$ cat src/rtl/image_downsample.sv
`default_nettype none
// =============================================================================
// Module   : image_downsample
// Brief    : 2x2 block-average downsampler for a raster grayscale stream.
//            Optional macro IMAGE_DOWNSAMPLE_ROUND_EN selects round-half-up.
// Revision : 1.0 - initial release
// =============================================================================
module image_downsample #(
  parameter int WIDTH = 768,
  parameter int DEPTH = 512
) (
  input  logic       HCLK,
  input  logic       HRESETn,
  input  logic       VSYNC,
  input  logic       HSYNC,
  input  logic [7:0] data,
  output logic       o_vsync,
  output logic       o_valid,
  output logic [7:0] o_data,
  output logic       frame_done
);

  localparam int c_CW   = (WIDTH > 1) ? $clog2(WIDTH) : 1;
  localparam int c_RW   = (DEPTH > 1) ? $clog2(DEPTH) : 1;
  localparam int c_AW   = (c_CW > 1) ? c_CW - 1 : 1;
  localparam int c_HALF = WIDTH / 2;

  typedef enum logic [1:0] {
    IDLE = 2'd0,
    SYNC = 2'd1,
    EVEN = 2'd2,
    ODD  = 2'd3
  } state_t;

  state_t            r_state;
  logic [c_CW-1:0]   r_col;
  logic [c_RW-1:0]   r_row;
  logic [7:0]        r_hold;
  logic [8:0]        r_lbuf [c_HALF];

  logic              w_accept;
  logic              w_col_last;
  logic              w_row_last;
  logic              w_odd_row;
  logic [c_AW-1:0]   w_addr;
  logic [9:0]        w_sum;
  logic [7:0]        w_avg;

  assign w_accept   = HSYNC && !VSYNC && (r_state != IDLE);
  assign w_col_last = (r_col == c_CW'(WIDTH - 1));
  assign w_row_last = (r_row == c_RW'(DEPTH - 1));
  assign w_odd_row  = (r_state == ODD);
  assign w_addr     = c_AW'(r_col >> 1);
  assign w_sum      = 10'(r_lbuf[w_addr]) + 10'(r_hold) + 10'(data);

`ifdef IMAGE_DOWNSAMPLE_ROUND_EN
  assign w_avg = 8'((w_sum + 10'd2) >> 2);
`else
  assign w_avg = 8'(w_sum >> 2);
`endif

  // Even rows leave horizontal pair sums behind for the odd row below them.
  always_ff @(posedge HCLK) begin
    if (w_accept && !w_odd_row && r_col[0]) begin
      r_lbuf[w_addr] <= 9'(r_hold) + 9'(data);
    end
  end

  always_ff @(posedge HCLK or negedge HRESETn) begin
    if (!HRESETn) begin
      r_state    <= IDLE;
      r_col      <= '0;
      r_row      <= '0;
      r_hold     <= '0;
      o_vsync    <= 1'b0;
      o_valid    <= 1'b0;
      o_data     <= '0;
      frame_done <= 1'b0;
    end else begin
      o_vsync    <= VSYNC;
      o_valid    <= 1'b0;
      o_data     <= '0;
      frame_done <= 1'b0;
      if (VSYNC) begin
        // Frame start or mid-frame resync; any pixel this cycle is dropped.
        r_state <= SYNC;
        r_col   <= '0;
        r_row   <= '0;
      end else if (w_accept) begin
        if (!r_col[0]) begin
          r_hold <= data;
        end else if (w_odd_row) begin
          o_valid    <= 1'b1;
          o_data     <= w_avg;
          frame_done <= w_col_last && w_row_last;
        end
        if (w_col_last) begin
          r_col <= '0;
          unique case (r_state)
            ODD: begin
              if (w_row_last) begin
                r_state <= IDLE;
                r_row   <= '0;
              end else begin
                r_state <= EVEN;
                r_row   <= r_row + c_RW'(1);
              end
            end
            default: begin
              r_state <= ODD;
              r_row   <= r_row + c_RW'(1);
            end
          endcase
        end else begin
          r_col <= r_col + c_CW'(1);
          if (r_state == SYNC) begin
            r_state <= EVEN;
          end
        end
      end
    end
  end

endmodule
`default_nettype wire

$ cat config.mk
export PLATFORM = sky130hd
export DESIGN_NAME = image_downsample
export DESIGN_NICKNAME = d
export VERILOG_FILES = /design/src/rtl/image_downsample.sv
export SDC_FILE = /design/constraint.sdc
export NUM_CORES = 2
export LEC_CHECK = 0
export CAP_MARGIN = 25
export CORE_UTILIZATION = 55
export DETAILED_ROUTE_END_ITERATION = 10
export PLACE_DENSITY_LB_ADDON = 0.1
export SLEW_MARGIN = 0
export SYNTH_ARGS = -nofsm -noshare
export SYNTH_HDL_FRONTEND = slang
export SYNTH_SLANG_ARGS = --single-unit
$ cat constraint.sdc
create_clock -name HCLK -period 13.3 [get_ports HCLK]
set_input_delay 3.325 -clock HCLK [delete_from_list [all_inputs] [get_ports HCLK]]
set_output_delay 3.325 -clock HCLK [all_outputs]
set_load 0.01 [all_outputs]
==> flow_metrics.tcl <==
set metrics [dict create \
    outcome "complete, no violations" \
    synth_top_cell_by_area "sky130_fd_sc_hd__edfxtp_1" \
    synthSimpleGateAreaFrac_pct 2.009 \
    switching_share_pct 23.39 \
    postCtsHoldBufs 0 \
    synth_top_area_share_pct 76.38 \
    first_iter_violations 8126 \
    hold_violations 0 \
    setup_viol 0 \
    first_pass_iters 5 \
    timing.max_slew.rel_slack_pct 10.99 \
    comb_power_share_pct 9.5 \
    final_layout_size_suffix_gt1_share_pct 28.10 \
    p_leak_nw 45.38 \
    overall_die_area_sq_um 249000 \
    clk_path_buf_depth 4 \
    timing_max_transition_violations_final 0 \
    synth.yosys.warnings 0 \
    synthesis.nets 5919 \
    placeableCoreArea_sq_um 245700 \
    cts_root_buf "sky130_fd_sc_hd__clkbuf_16" \
    post-synth-top-count-cell "sky130_fd_sc_hd__edfxtp_1" \
    synth_flop_cell "sky130_fd_sc_hd__edfxtp_1" \
    max_freq_mhz 136.0 \
    worst_ep_arrival_time_ns 8.15 \
    finalWorstSetupSlack_ns 5.945 \
    layout_worst_path_cycle_share_pct 55.30 \
    min_from "r_row[3]" \
    synth.avg_cell_area_sq_um 23.11 \
    cp-end-kind "register" \
    final_period_minus_worst_setup_slack_ns 7.355 \
    path_common_cell "sky130_fd_sc_hd__a21o_1" \
    grt_setup_unrepaired "false" \
    route.vias.total 63130 \
    final_nets 6163 \
    area_share_of_xor_xnor_cells_in_the_synthesized_design_pct 0.09670 \
    fp.dieH_um 499.0 \
    worst_ir_drop_vdd_v 0.0002007 \
    p_sw_w 0.006039 \
    synth_compound_area_share_pct 0.8113 \
    power_frac_seq_pct 53.2 \
    pre_cts_worst_setup_slack_ns 5.064 \
    post_drt_via_cell_ratio 6.564 \
    seq_area_frac_synth_pct 77.12 \
    initial_core_util_pct 55.30 \
    first_global_vias 63320 \
    synth_edf_count 3456 \
    num-fill-cells 16550 \
    ys_ff_latch 3496 \
    crit_path_start_kind "register" \
    antenna_violations_before_repair 16 \
    placed_cell_area_sq_um 140300 \
    path_cells "buf_12, buf_12, mux4_2, mux4_2, a22oi_1, o211ai_1, a221oi_2, fa_1, nor2b_1, o21ai_0, nand3_1, fa_1, a21o_1, a21o_1, a21o_1, a21oi_1, nor2b_1, o21ai_0, a21oi_1" \
    transition_time_of_the_tightest_slew_check_pin_ns 1.335 \
    grt_start_max_net_pins 242 \
    multi_input_area_sq_um 29490 \
    grt_pass1_wl_um 479900 \
    power_frac_clock_pct 37.4 \
    gp_routability_congestion 0.8088 \
    layout-area-overhead-vs-synth_pct 11.73 \
    cts-buffers-inserted 362 \
    clock_skew_ns 0.03487 \
    min_path_type "register to register" \
    synth-adder-area-share_pct 0.2984 \
    numClockSinks 3496 \
    netlist-cell-type-count 58 \
    clk_pin_slew_ns 0.06 \
    routed_wirelength_um 335500 \
    synth_top_family_by_area "multiplexers" \
    groute.usage.overall_pct 27.32 \
    dpl.hpwl_um 192900 \
    whs_ns 0.5095 \
    postSynth.asyncResetShare_pct 1.144 \
    yosys-mux-area-fraction_pct 18.31 \
    post_synth_instance_area_sq_um 135900 \
    yosys-top-cells-count "sky130_fd_sc_hd__edfxtp_1, sky130_fd_sc_hd__mux4_2, sky130_fd_sc_hd__nor2_1" \
    cts_tree "yes" \
    critPathMaxStageDelay_ns 0.84 \
    post_cts.resized_instances 0 \
    postSynthCellCount 5880 \
    drv_cap 0 \
    worstSetupStartpoint "r_col[1]" \
    routedWlPerCell_um 34.89 \
    synth_area_leaders "sky130_fd_sc_hd__edfxtp_1, sky130_fd_sc_hd__mux4_2, sky130_fd_sc_hd__nor2_1" \
    drc_errors 0 \
    htreeDepth 5 \
    ant_nets 0 \
    area_used_by_sequential_logic_in_the_layout_sq_um 104800 \
    report.power.total_w 0.02582 \
    port-buffer-count 22 \
    cts_post_setup_buffers_inserted 0 \
    top_level_ports 23 \
    clkLatencyLatePin_ns 0.93 \
    power_density_nw_per_um2 170.1 \
    cell_internal_pwr_w 0.01978 \
    worstSetupPathType "register to register" \
    worstPathRequired_ns 14.09 \
    start_of_the_worst_register_to_register_path "r_col[1]" \
    overflow 0 \
    totalNegativeSetupSlack_ns 0 \
    cp_slowest_cell "sky130_fd_sc_hd__dfrtp_4" \
    timing.critical_path.fanout_max 101 \
    non_filler_cell_area_final_sq_um 151800 \
    site_row_count 182 \
    die_width_um 499.0 \
]
worst paths after layout:
check                             to  slack [ns]  cells after the start
hold / removal              r_row[3]        0.51                      1
setup reg to reg           o_data[7]        5.94                     19
max in group asynchronous   r_col[5]       10.59                      2
setup / recovery           o_data[7]        5.94                     19
hold reg to reg             r_row[3]        0.51                      1
min in group asynchronous  o_data[7]        2.24                      1
sequential cells by signal, summed over array words and instances (netlist names):
| register | cells |
|---|---|
| frame_done | 1 |
| o_data | 8 |
| o_valid | 1 |
| o_vsync | 1 |
| r_col | 10 |
| r_hold | 8 |
| r_lbuf | 3456 |
| r_row | 9 |
| r_state | 2 |
layout make-up:
| type | instances | share of cell area, % |
|---|---|---|
| Antenna cell | 12 | 0.01978 |
| Clock buffer | 446 | 6.293 |
| Clock inverter | 179 | 1.017 |
| Inverter | 14 | 0.03956 |
| Multi-Input combinational cell | 2024 | 19.43 |
| Sequential cell | 3496 | 69.04 |
| Tap cell | 3220 | 2.654 |
| Timing Repair Buffer | 226 | 1.508 |
cell families after synthesis:
family | count (synthesis)
AOI/OAI and AO/OA | 161
xor gates and xnor gates | 15
adders and majority gates | 27
buffers and inverters | 360
DFF | 3496
muxes | 1174
and+or+nand+nor | 647
per-layer routing:
| metal | vias to the layer above | GRT usage (%) | routed length, um |
|---|---|---|---|
| li1 | 25450 | - | - |
| met1 | 34180 | 40.50 | 136700 |
| met2 | 2953 | 42.54 | 161500 |
| met3 | 530 | 4.831 | 28160 |
| met4 | 16 | 7.261 | 9088 |
| met5 | - | 0 | 115 |
through the flow:
| stage | util (%) | std cells |
|---|---|---|
| after floorplan | - | 5880 |
| after global placement | 56.92 | 8912 |
| after detailed placement | 57.09 | 8942 |
| after CTS | 61.60 | 9567 |
| after global routing | 61.77 | 9608 |
| final | 61.78 | 9617 |
power by group through the flow:
stage / registers [W] / logic, W / clock network [W]
CTS: 0.0137 / 0.00246 / 0.00977
finish: 0.0137 / 0.00245 / 0.00965
global placement: 0.0140 / 0.00234 / 0
detailed placement: 0.0140 / 0.00247 / 0
floorplan: 0.0147 / 0.00125 / 0
global route: 0.0137 / 0.00264 / 0.0102
worst max-delay path: cells and delay by family, from the launching register on:
kind | cells | cell delay, ns
AOI/OAI and AO/OA | 10 | 2.56
buffers and inverters | 2 | 1.12
muxes | 2 | 1.17
adders and majority gates | 2 | 0.76
DFF | 1 | 0.84
and+or+nand+nor | 3 | 0.32
cell usage in the layout, fill, tap and decap left out, types with 6 or more instances in the layout:
cell type / netlist / final
sky130_fd_sc_hd__edfxtp_1: 3456 / 3456
sky130_fd_sc_hd__mux4_2: 1047 / 1047
sky130_fd_sc_hd__nor2_1: 420 / 417
sky130_fd_sc_hd__clkbuf_16: 0 / 369
sky130_fd_sc_hd__buf_4: 58 / 153
sky130_fd_sc_hd__mux2i_1: 106 / 106
sky130_fd_sc_hd__clkinv_1: 0 / 77
sky130_fd_sc_hd__clkbuf_1: 168 / 74
sky130_fd_sc_hd__nand2_1: 85 / 69
sky130_fd_sc_hd__clkinv_2: 0 / 61
sky130_fd_sc_hd__nand3_1: 49 / 49
sky130_fd_sc_hd__a22oi_1: 48 / 48
sky130_fd_sc_hd__dfrtp_1: 40 / 34
sky130_fd_sc_hd__a21oi_1: 30 / 30
sky130_fd_sc_hd__bufinv_16: 0 / 28
sky130_fd_sc_hd__o21ai_0: 25 / 25
sky130_fd_sc_hd__mux2_2: 21 / 21
sky130_fd_sc_hd__clkdlybuf4s50_1: 0 / 21
sky130_fd_sc_hd__buf_6: 24 / 19
sky130_fd_sc_hd__buf_12: 0 / 19
sky130_fd_sc_hd__ha_1: 18 / 17
sky130_fd_sc_hd__nand4_1: 15 / 15
sky130_fd_sc_hd__nor3_1: 15 / 14
sky130_fd_sc_hd__inv_1: 14 / 13
sky130_fd_sc_hd__nor2b_1: 18 / 13
sky130_fd_sc_hd__diode_2: 0 / 12
sky130_fd_sc_hd__nand2b_1: 11 / 11
sky130_fd_sc_hd__buf_16: 0 / 11
sky130_fd_sc_hd__nand2_2: 0 / 9
sky130_fd_sc_hd__fa_1: 9 / 9
sky130_fd_sc_hd__and3_1: 8 / 8
sky130_fd_sc_hd__a221oi_1: 7 / 7
sky130_fd_sc_hd__o211ai_1: 7 / 7
sky130_fd_sc_hd__a21o_1: 8 / 7
sky130_fd_sc_hd__nand2_4: 0 / 7
sky130_fd_sc_hd__and2_1: 6 / 6
sky130_fd_sc_hd__a31oi_1: 6 / 6
sky130_fd_sc_hd__dfrtp_4: 0 / 6
(Power assumes the default switching activity.)
